**config.mk**
```make
export PLATFORM = sky130hd
export DESIGN_NAME = ebox_store_queue
export DESIGN_NICKNAME = d
export VERILOG_FILES = /design/src/rtl/ebox_pkg.sv /design/src/rtl/store_fwd_match.sv /design/src/rtl/ebox_store_queue.sv
export SDC_FILE = /design/constraint.sdc
export NUM_CORES = 1
export LEC_CHECK = 0
export CAP_MARGIN = 40
export CORE_ASPECT_RATIO = 1.5
export CORE_MARGIN = 2
export CORE_UTILIZATION = 45
export CTS_CLUSTER_DIAMETER = 50
export DETAILED_ROUTE_END_ITERATION = 12
export DONT_BUFFER_PORTS = 1
export SKIP_CTS_REPAIR_TIMING = 1
export SYNTH_ARGS = -nofsm -noshare
export SYNTH_HDL_FRONTEND = slang
export SYNTH_SLANG_ARGS = --single-unit
```
**constraint.sdc**
```tcl
create_clock -name CLK_EDP -period 5 [get_ports CLK_EDP]
set_input_delay 0.5 -clock CLK_EDP [delete_from_list [all_inputs] [get_ports CLK_EDP]]
set_output_delay 0.5 -clock CLK_EDP [all_outputs]
set_load 0.05 [all_outputs]
```
**src/rtl/ebox_pkg.sv**
```systemverilog
// Shared EBOX types and constants for the store queue and its forwarding search.
package ebox_pkg;

  localparam int unsigned STOREQ_DEPTH_DEFAULT = 4;
  // Entry address field is sized for the widest supported PA; narrower PAs are zero-extended.
  localparam int unsigned STOREQ_PA_W_MAX = 32;

  // PDP-10 bit n of a word lives at vector index 35-n, so LH is [35:18] and RH is [17:0].
  // we[1] enables LH, we[0] enables RH.
  typedef struct packed {
    logic [35:0]                data;
    logic [STOREQ_PA_W_MAX-1:0] pa;
    logic [1:0]                 we;
  } tStoreEntry;

  typedef enum logic {sqIDLE, sqREQ} tStoreQState;

endpackage

```
**src/rtl/store_fwd_match.sv**
```systemverilog
// Combinational store-to-load forwarding: youngest valid entry matching READ_PA wins,
// searched independently per halfword.
module store_fwd_match
  import ebox_pkg::*;
#(
  parameter int unsigned DEPTH = STOREQ_DEPTH_DEFAULT,
  parameter int unsigned PA_W  = 22
) (
  input  tStoreEntry               entries [DEPTH],
  input  logic [DEPTH-1:0]         valid,
  input  logic [$clog2(DEPTH)-1:0] head,
  input  logic [PA_W-1:0]          read_pa,
  output logic [1:0]               fwd_hit,
  output logic [35:0]              fwd_data
);

  localparam int unsigned PTR_W = $clog2(DEPTH);

  logic [PTR_W-1:0] idx;

  always_comb begin
    fwd_hit  = '0;
    fwd_data = '0;
    idx      = '0;
    // Walk from the head (oldest) toward the tail so later matches override earlier ones.
    for (int unsigned k = 0; k < DEPTH; k++) begin
      idx = head + PTR_W'(k);
      if (valid[idx] && (entries[idx].pa == STOREQ_PA_W_MAX'(read_pa))) begin
        if (entries[idx].we[1]) begin
          fwd_hit[1]       = 1'b1;
          fwd_data[35:18]  = entries[idx].data[35:18];
        end
        if (entries[idx].we[0]) begin
          fwd_hit[0]       = 1'b1;
          fwd_data[17:0]   = entries[idx].data[17:0];
        end
      end
    end
  end

endmodule

```
**src/rtl/ebox_store_queue.sv**
```systemverilog
// In-order store FIFO between the EBOX data path and the MBOX cache write port,
// with odd parity on the drain side and same-address forwarding to EBOX reads.
module ebox_store_queue
  import ebox_pkg::*;
#(
  parameter int unsigned DEPTH = STOREQ_DEPTH_DEFAULT,
  parameter int unsigned PA_W  = 22
) (
  input  logic                   CLK_EDP,
  input  logic                   FPGA_RESET_N,
  input  logic                   STORE_REQ,
  input  logic [35:0]            STORE_DATA,
  input  logic [PA_W-1:0]        STORE_PA,
  input  logic [1:0]             STORE_WE,
  output logic                   STORE_FULL,
  input  logic                   FLUSH,
  output logic                   MB_REQ,
  input  logic                   MB_ACK,
  output logic [35:0]            MB_DATA,
  output logic                   MB_PAR,
  output logic [PA_W-1:0]        MB_PA,
  output logic [1:0]             MB_WE,
  input  logic [PA_W-1:0]        READ_PA,
  output logic [1:0]             FWD_HIT,
  output logic [35:0]            FWD_DATA,
  output logic [$clog2(DEPTH):0] COUNT,
  output logic                   STORE_OVF
);

  localparam int unsigned PTR_W = $clog2(DEPTH);
  localparam int unsigned CNT_W = PTR_W + 1;

  tStoreEntry       mem_q [DEPTH];
  logic [DEPTH-1:0] valid_q, valid_d;
  logic [PTR_W-1:0] head_q, head_d, tail_q, tail_d;
  logic [CNT_W-1:0] count_q, count_d;
  tStoreQState      state_q, state_d;
  logic             ovf_q, ovf_d;
  logic             full, push, pop;

  assign full = (count_q == CNT_W'(DEPTH));
  // A push while full is dropped even if the head pops on the same edge.
  assign push = STORE_REQ & ~full & ~FLUSH;
  assign pop  = (state_q == sqREQ) & MB_ACK;

  always_comb begin
    head_d  = head_q;
    tail_d  = tail_q;
    valid_d = valid_q;
    count_d = count_q;
    state_d = state_q;
    ovf_d   = ovf_q;
    if (FLUSH) begin
      head_d  = tail_q;
      valid_d = '0;
      count_d = '0;
      state_d = sqIDLE;
      ovf_d   = 1'b0;
    end else begin
      if (STORE_REQ && full) ovf_d = 1'b1;
      if (push) begin
        valid_d[tail_q] = 1'b1;
        tail_d          = tail_q + PTR_W'(1);
      end
      if (pop) begin
        valid_d[head_q] = 1'b0;
        head_d          = head_q + PTR_W'(1);
      end
      count_d = count_q + CNT_W'(push) - CNT_W'(pop);
      case (state_q)
        sqIDLE:  if (push) state_d = sqREQ;
        sqREQ:   if (pop && !push && (count_q == CNT_W'(1))) state_d = sqIDLE;
        default: state_d = sqIDLE;
      endcase
    end
  end

  always_ff @(posedge CLK_EDP or negedge FPGA_RESET_N) begin
    if (!FPGA_RESET_N) begin
      head_q  <= '0;
      tail_q  <= '0;
      valid_q <= '0;
      count_q <= '0;
      state_q <= sqIDLE;
      ovf_q   <= 1'b0;
    end else begin
      head_q  <= head_d;
      tail_q  <= tail_d;
      valid_q <= valid_d;
      count_q <= count_d;
      state_q <= state_d;
      ovf_q   <= ovf_d;
    end
  end

  // Entry storage carries no reset; the valid bits alone define occupancy.
  always_ff @(posedge CLK_EDP) begin
    if (push) begin
      mem_q[tail_q] <= '{data: STORE_DATA, pa: STOREQ_PA_W_MAX'(STORE_PA), we: STORE_WE};
    end
  end

  assign MB_REQ     = (state_q == sqREQ);
  assign MB_DATA    = MB_REQ ? mem_q[head_q].data : '0;
  assign MB_PA      = MB_REQ ? mem_q[head_q].pa[PA_W-1:0] : '0;
  assign MB_WE      = MB_REQ ? mem_q[head_q].we : '0;
  assign MB_PAR     = ~^MB_DATA;
  assign STORE_FULL = full;
  assign COUNT      = count_q;
  assign STORE_OVF  = ovf_q;

  store_fwd_match #(
    .DEPTH (DEPTH),
    .PA_W  (PA_W)
  ) u_fwd (
    .entries  (mem_q),
    .valid    (valid_q),
    .head     (head_q),
    .read_pa  (READ_PA),
    .fwd_hit  (FWD_HIT),
    .fwd_data (FWD_DATA)
  );

endmodule

```
### After elaboration in Yosys (flattened, before gate mapping)

Cells that the tools add are included.

| operators by class | value |
|---|---|
| add/sub/neg operators | 6 |
| $mul | 0 |
| divide/modulo/power cells | 0 |
| $lt $le $gt $ge | 13 |
| equality and inequality tests | 6 |
| shifts and indexed selects | 0 |
| multiplexer cells | 67 |
| bitwise gates (word level) | 14 |
| reduce and logical (&&, ||, !) cells | 15 |

Operator list:

| kind | number |
|---|---|
| 70-bit two-way mux | 9 |
| 70-bit binary-select mux with 2-bit select | 4 |
| 280-bit bitwise mux | 1 |
| 36-bit two-way mux | 5 |
| 18-bit two-way mux | 8 |
| 70-bit demux with 2-bit select | 1 |
| 32-bit by 22-bit equality test with 1-bit output | 4 |
| 36-bit XNOR reduction | 1 |
| 22-bit two-way mux | 1 |
| 1-bit two-way mux | 19 |
| 4-bit two-way mux | 4 |
| 3-bit >= comparator, second input constant | 5 |
| 2-bit by 3-bit less-than comparator with 1-bit output, second input constant | 5 |
| 2-bit NOT with 3-bit output | 5 |
| 2-bit two-way mux | 7 |
| 1-bit logical AND | 10 |
| 1-bit binary-select mux with 2-bit select | 4 |
| 2-bit by 1-bit adder with 2-bit output, second input constant | 2 |
| 2-bit adder, second input constant | 2 |
| 4-bit bitwise AND | 1 |
| 1-bit demux with 2-bit select | 2 |
| 2-bit by 1-bit >= comparator with 1-bit output, second input constant | 2 |
| 4-bit NOT | 1 |
| 4-bit bitwise OR | 1 |
| 12 further kinds | 17 |

| storage, ports and cells | value |
|---|---|
| flip-flop bits (word level) | 293 |
| bits in latches | 0 |
| bits in writable memories | 0 |
| memory bits (read-only) | 0 |
| memories kept | 0 |

### Depth between registers and ports, before layout

Gate-level depths: netlist of the first run.

| depth | value |
|---|---|
| word-level depth | 13 |
| mapped depth | 22 |
| gate-level depth less buffers | 10 |

### Hierarchy

From an unflattened synthesis of the first run, not the netlist that was laid out.

| unflattened totals | value |
|---|---|
| cells, all modules | 1725 |
| area, all modules | 19382.3 um^2 |

Modules (own cells, without submodules):

| module | times used | cells an instance | area an instance (um^2) | seq. area each (um^2) |
|---|---|---|---|---|
| ebox_store_queue | 1 | 485 | 10172.3 | 7532.2 |
| store_fwd_match | 1 | 1240 | 9210.1 | 0.0 |

### Worst setup path before layout of the first run

OpenSTA, ideal clock, no wires.

| timing path | value |
|---|---|
| path type | register to output |
| start point | reg head_q[0] |
| end point | out FWD_DATA[26] |
| data arrival time | 4948 ps |
| setup slack | -448 ps |
| cell stages (with the launch flop) | 22 |
| cell sequence | dfrtp_1 > buf_6 > buf_6 > buf_6 > buf_6 > buf_6 > buf_4 > buf_4 > buf_2 > inv_1 > ha_1 > buf_2 > clkbuf_1 > mux4_2 > xnor2_1 > nand4_1 > nor4_2 > nand3_1 > buf_2 > a21boi_4 > buf_2 > a21oi_1 |

| on the way | value |
|---|---|
| word-level cells in the longest chain between the ends | 13 |

RTL lines:

| what | RTL line | source |
|---|---|---|
| start: declaration | ebox_store_queue.sv:35 | `logic [PTR_W-1:0] head_q, head_d, tail_q, tail_d;` |
| start signal: assignment | ebox_store_queue.sv:80 | `head_q <= '0;` |
| start signal: assignment | ebox_store_queue.sv:87 | `head_q <= head_d;` |
| parallel branches: the longest is 12 deep, another holds 2-bit by 1-bit adder with 2-bit output | -- |  |
| 36-bit two-way mux (*) | store_fwd_match.sv:28 | `if (valid[idx] && (entries[idx].pa == STOREQ_PA_W_MAX'(read_pa))) begin` |
| end: declaration | ebox_store_queue.sv:25 | `output logic [35:0] FWD_DATA,` |

Mark *: on every way between the ends. The select of a mux whose other input is x is not followed.

### Final worst setup path of the first run

| timing path | value |
|---|---|
| start point | reg head_q[0] |
| end point | out FWD_DATA[3] |

| on the way | value |
|---|---|
| word-level cells in the longest chain between the ends | 13 |

RTL lines:

| what | RTL line |
|---|---|
| parallel branches: the longest is 12 deep, another holds 2-bit by 1-bit adder with 2-bit output | -- |
| 36-bit two-way mux (*) | store_fwd_match.sv:28 |

Marks and branches as above.

==> qor.csv, run 1 <==
stage,metric,value,unit
run_status,status,"complete, no violations",
yosys,seq_area_frac_synth,0.4349,
placed_design,dp_hpwl,30180,µm
cells_and_area,multi_input_area,0.009453,mm²
critical_path,worstSetupPathType,flop to output pin,
critical_path,cp_top_family,buffers and inverters,
drt,drt-total-wl,44340,µm
yosys,synth_area_leaders,"edfxtp_1 (42%), mux4_2 (32%), xnor2_1 (6.1%)",
placed_design,gp_congestion,0.8057,
timing,slew_headroom,0.3981,
yosys,synthArstFlopShare,0.05138,
yosys,ys_top_cells_by_count,"mux4_2 (244), edfxtp_1 (240), xnor2_1 (120)",
timing,finalHoldViolations,0,
drt,via_per_inst,6.426,
yosys,synth_top_cell_by_area,edfxtp_1,
cts,clk_pin_slew,60,ps
timing,setup_viol,0,
drt,drtIter0Drc,661,
critical_path,endpoint_kind,output pin,
cells_and_area,drive_gt1_frac,0.3896,
global_routing,track_usage,0.2247,
critical_path,critPathLaunchType,flop,
yosys,synth.avg_cell_area,16.22,µm²
drt,drc,0,
placed_design,port-buffer-count,0,
yosys,yosys_warnings,0,
cells_and_area,final_nets,1172,
cts,cts_tree,done,
critical_path,path_depth,12,
yosys,syn-num-nets,1166,
floorplanning,die_w,164.2,µm
critical_path,worstPathArrival,4300,ps
cts,cts_made_buffers,28,
hold_path,hold_path.class,primary input to flop,
global_routing,grt_max_degree,126,
pwr,vdd_drop_max,462.7,µV
global_routing,grt_pass1_wl,66850,µm
hold_path,whs_path_depth,0,
floorplanning,core,0.03821,mm²
run,maxCapViolCount,0,
placed_design,place_inst,1527,
cells_and_area,fill_cells,3076,
critical_path,critPathSlowestCell,dfrtp_4,
cts,cts-root-buf,clkbuf_16,
drt,wl_per_cell,27.87,µm
global_routing,grt_overflow,0,
cts,htree_levels,1,
floorplanning,die_y,244.3,µm
timing,period_share,0.9591,
yosys,synthDistinctLibCells,39,
drt,ant_nets,0,
cells_and_area,seqCellArea,0.007541,mm²
yosys,yosysMostFrequentCell,mux4_2,
cts,insertion_delay,570,ps
timing,fmax,208.5,MHz
yosys,netlist_instances,1068,
yosys,synth_ff_type,edfxtp_1,
cells_and_area,antenna_cells,0,
pwr,power.density,591.1,mW/mm²
yosys,ys_seq_elements,253,
critical_path,cp_cell_sequence,inv_1 -> ha_4 -> buf_16 -> mux4_2 -> xnor2_1 -> nand4_1 -> nor4_4 -> nand3_1 -> buf_4 -> mux2i_1 -> a21oi_2 -> buf_12,
floorplanning,die_area,0.04011,mm²
cells_and_area,final_cells,1591,
drt,vias,10220,
critical_path,path_buf_inv,4,
timing,clock_skew,15.87,ps
floorplanning,std_cell_rows,88,
critical_path,cp.required,4500,ps
yosys,synth_top_area_frac,0.4161,
floorplanning,initial_core_util,0.4533,
timing,worst_pin_slew,898.9,ps
yosys,syn-cell-area,0.01732,mm²
global_routing,grt_pass1_vias,10830,
cells_and_area,syn_to_final_growth,14.81,%
cts,cts.path.max_buffers,3,
timing,rsz0062_at_grt,no,
global_routing,grt_antenna_before_repair,0,
timing,min_period,4795,ps
critical_path,reg2regPathDepth,5,
floorplanning,pin_count,192,
critical_path,slowest_delay,560,ps
drt,first_pass_iters,5,
yosys,synth-edff-count,240,
pwr,total_power,11.75,mW
pwr,p_leak,6.649,nW
critical_path,cp_max_fo,31,
cts,clkSinkCount,253,
timing,slew_viol_final,0,
## power breakdown
part,switching [mW],internal [mW],total (mW)
logic,3.47,3.24,6.71
clock network,0.867,1.37,2.24
registers,0.227,2.58,2.81
total,4.56,7.19,11.8
## worst paths after layout
check,from,to,slack [ps]
worst max-delay path,head_q[0]$_DFFE_PN0P_,FWD_DATA[3],200
worst min-delay path,STORE_DATA[29],mem_q[273]$_DFFE_PP_,20
worst max register to register,COUNT[1]$_DFF_PN0_,mem_q[255]$_DFFE_PP_,1810
worst min register to register,tail_q[1]$_DFFE_PN0P_,head_q[1]$_DFFE_PN0P_,570
max in group asynchronous,FPGA_RESET_N,head_q[0]$_DFFE_PN0P_,4140
min in group asynchronous,FPGA_RESET_N,COUNT[2]$_DFF_PN0_,390
## routing by layer
metal  wire (µm)  part of all wire  vias to the layer above  track usage
met2       24900              0.56                      365       0.4242
li1            -                 -                     4427            -
met5           0                 0                        -            0
met1       14970              0.34                     5367       0.2484
met4        1232             0.028                        0      0.06605
met3        3236             0.073                       64      0.04969
## through the flow
step                cell area [µm²]  setup slack, ps  hold slack (ps)    util  TNS, ps
floorplan                     17630            21.70            204.4       -        0
global placement              18680            472.7            204.7  0.4888        0
detailed placement            18750            486.9            204.6  0.4907        0
CTS                           19760           -134.6           -400.7  0.5171    -3619
global route                  19890            1.714            3.321  0.5205        0
finish                        19890            204.5            24.27  0.5205        0
## final cells by class
class / instances / share of cell area
inverters: 12 / 0.002265
repair buffers: 85 / 0.06116
clock buffers: 37 / 0.03958
well taps: 495 / 0.03115
multi-input cells: 694 / 0.4754
flip-flops and latches: 253 / 0.3792
clock inverters: 15 / 0.01126
## logic make-up (layout without fill, tap and decap cells)
group           count (synthesis)  count (layout)  synth area share
mux                           317             317            0.3595
compound gates                 49              49           0.01683
simple gates                  191             191           0.07824
fa+ha+maj                      11              11          0.008380
xor+xnor                      126             126           0.06494
flops                         253             253            0.4349
buf+inv                       121             149           0.03727
## flip-flops by register name, indices dropped and copies added (netlist names)
name	flops
STORE_OVF	1
tail_q	2
head_q	2
mem_q	240
MB_REQ	1
valid_q	4
COUNT	3
## placed cells by master (no fill, tap or decap), drive strengths merged
cell	count
nand4	20
mux4	244
nand2b	1
xnor2	121
bufinv	5
a221oi	1
clkinv	7
a21boi	2
mux2i	73
inv	15
buf	83
a211oi	4
nor4b	1
nand2	5
dlygate4sd3	2
o211ai	2
nand3b	36
nor3	1
and4	36
nor3b	2
xor2	4
xnor3	1
o21ai	3
a21oi	37
clkbuf	37
fa	1
dfrtp	13
ha	10
and2	63
nor2	12
edfxtp	240
nand3	8
nor2b	2
nor4	4
Note: power is estimated with default switching activity, not from simulation.
==> inputs of run 2 (changes only) <==
Settings changed: RECOVER_POWER set to 100.
==> run 2 against run 1 <==
Effect of this change:
- the flow now finishes with violations (capacitance limit, slew limit)
- clock-buffer cell count is the same
- hold slack better by 1.5 ps
- utilization is 0.88 points lower
- fmax about the same
- register-to-register slack worse by 1400 ps
- power barely moved
- sequential cell count stayed put
- first-iteration DRC count decreased by 4.7%
==> qor.csv, run 2 (synthesis gave the netlist of run 1 again) <==
stage,metric,value,unit,change
critical_path,cp_top_family,buffers and inverters,,
global_routing,grt_max_degree,126,,unchanged
cts,clkSinkCount,253,,unchanged
timing,min_period,4800,ps,+4.355 ps
cells_and_area,drive_gt1_frac,0.3768,,-0.01277
cells_and_area,final_cell_area,0.01955,mm²,-1.7%
placed_design,gp_congestion,0.8057,,unchanged
placed_design,place_inst,1527,,unchanged
critical_path,critPathLaunchType,flop,,
placed_design,place_area,0.01875,mm²,unchanged
floorplanning,die_area,0.04011,mm²,unchanged
run_status,failed_checks,"capacitance limit, slew limit",,
timing,slew_headroom,-0.6409,,-1.039
hold_path,hold_path.class,primary input to flop,,
critical_path,worstSetupPathType,flop to output pin,,
timing,rsz0062_at_grt,no,,
cells_and_area,final_util,0.5117,,-0.008777
hold_path,min_from,STORE_DATA[29],,
cells_and_area,largest_reg_flops,240,,unchanged
critical_path,slowest_delay,560,ps,about the same
critical_path,cp_max_fo,19,,-39%
floorplanning,die_y,244.3,µm,unchanged
timing,clock_skew,18.11,ps,+2.243 ps
cts,cts_made_buffers,28,,unchanged
cells_and_area,top_register,mem_q,,
timing,setup_ws,200.2,ps,-4.355 ps
timing,fmax,208.3,MHz,about the same
cells_and_area,fill_cells,3125,,+1.6%
run_status,status,finished with violations,,
global_routing,grt_overflow,0,,unchanged
cells_and_area,final_nets,1172,,unchanged
pwr,p_leak,6.498,nW,-2.3%
cts,cts-root-buf,clkbuf_16,,
timing,period_share,0.9600,,about the same
critical_path,path_buf_inv,4,,unchanged
critical_path,cp_cell_sequence,inv_1 -> ha_4 -> buf_4 -> mux4_2 -> xnor2_1 -> nand4_1 -> nor4_4 -> nand3_1 -> buf_4 -> mux2i_1 -> a21oi_4 -> buf_4,,
placed_design,dp_slack,486.9,ps,unchanged
drt,first_pass_iters,4,,-1
timing,worst_pin_slew,2461,ps,+1563 ps
pwr,vdd_drop_max,460.8,µV,-0.42%
floorplanning,die_w,164.2,µm,unchanged
timing,finalHoldViolations,0,,unchanged
critical_path,cp.required,4500,ps,about the same
global_routing,grt_antenna_before_repair,0,,unchanged
floorplanning,core,0.03821,mm²,unchanged
cts,cts_tree,done,,
drt,wl_per_cell,27.91,µm,+0.14%
critical_path,worstPathArrival,4300,ps,about the same
cells_and_area,layout_common_cells,"mux4_2 (244), edfxtp_1 (240), xnor2_1 (120)",,
drt,drtIter0Drc,630,,-4.7%
drt,drc,0,,unchanged
floorplanning,std_cell_rows,88,,unchanged
drt,vias,10210,,-0.15%
drt,ant_nets,0,,unchanged
placed_design,dp_hpwl,30180,µm,unchanged
global_routing,track_usage,0.2247,,unchanged
floorplanning,initial_core_util,0.4533,,unchanged
cts,cts.path.max_buffers,3,,unchanged
critical_path,cpMostUsedCell,buf_4,,
critical_path,reg2reg_from,COUNT[1]$_DFF_PN0_,,
cells_and_area,layout_commonest_cell,mux4_2,,
cts,htree_levels,1,,unchanged
critical_path,endpoint_kind,output pin,,
critical_path,critPathSlowestCell,dfrtp_4,,
run,maxCapViolCount,5,,+5
timing,slew_viol_final,146,,+146
cells_and_area,syn_to_final_growth,12.87,%,
critical_path,crit_start,head_q[0]$_DFFE_PN0P_,,
cells_and_area,antenna_cells,0,,unchanged
pwr,power.density,600.8,mW/mm²,+1.6%
cells_and_area,final_cells,1591,,unchanged
drt,drt-total-wl,44400,µm,+0.14%
cts,clk_pin_slew,60,ps,about the same
global_routing,grt_pass1_wl,66850,µm,unchanged
global_routing,grt_pass1_vias,10830,,unchanged
drt,via_per_inst,6.416,,-0.15%
cells_and_area,seqCellArea,0.007540,mm²,about the same
timing,setup_viol,0,,unchanged
cells_and_area,multi_input_area,0.009432,mm²,-0.23%
cts,insertion_delay,570,ps,about the same
placed_design,port-buffer-count,0,,unchanged
floorplanning,pin_count,192,,unchanged
run 2: cell count changes in the layout (fill, tap and decap cells not counted), moves of 6 or more:
cell / delta
and2_0: +56
and2_1: -53
buf_12: -21
clkbuf_1: +7
clkbuf_4: +6
run 2: area by class of cell:
type / count / share of cell area
inverter: 12 / 0.002304
multi-input combinational: 694 / 0.4824
clock buffer: 37 / 0.04026
sequential: 253 / 0.3857
clock inverter: 15 / 0.01146
timing repair buffer: 85 / 0.04621
tap: 495 / 0.03168
run 2: worst reg2reg max path: stages (launching register included):
cell and delay [ps]:
dfrtp_1 720, nor3b_1 410, nand2b_1 290, nor2_1 370, and2_1 1870, clkbuf_2 600
run 2: stage by stage:
step | hold slack [ps] | TNS, ps | power (mW)
after CTS | -400.7 | -3619 | 11.84
after floorplan | 204.4 | 0 | 8.343
after global routing | 3.321 | 0 | 12.33
after detailed placement | 204.6 | 0 | 9.576
final | 25.77 | 0 | 11.74
after global placement | 204.7 | 0 | 9.527
run 2: power breakdown:
part	switching, mW	internal, mW	leakage, nW
Sequential	0.227	2.59	2.34
Combinational	3.48	3.21	3.66
Clock	0.868	1.37	0.495
Total	4.58	7.17	6.50
run 2: final timing paths:
check                                        end  slack [ps]  cells after the start
max                                 FWD_DATA[31]         200                     12
min                         mem_q[273]$_DFFE_PP_          30                      0
max reg2reg                 mem_q[155]$_DFFE_PP_         390                      5
min reg2reg                head_q[1]$_DFFE_PN0P_         570                      2
max in group asynchronous  head_q[0]$_DFFE_PN0P_        4130                      1
min in group asynchronous     COUNT[2]$_DFF_PN0_         390                      1
run 2: metal layers:
layer / global-route usage / vias up / wire length, µm / share of wire
met4: 0.06605 / 0 / 1160 / 0.026
met3: 0.04969 / 59 / 2979 / 0.067
met1: 0.2484 / 5427 / 15200 / 0.34
met2: 0.4242 / 295 / 25060 / 0.56
li1: - / 4427 / - / -
met5: 0 / - / 0 / 0
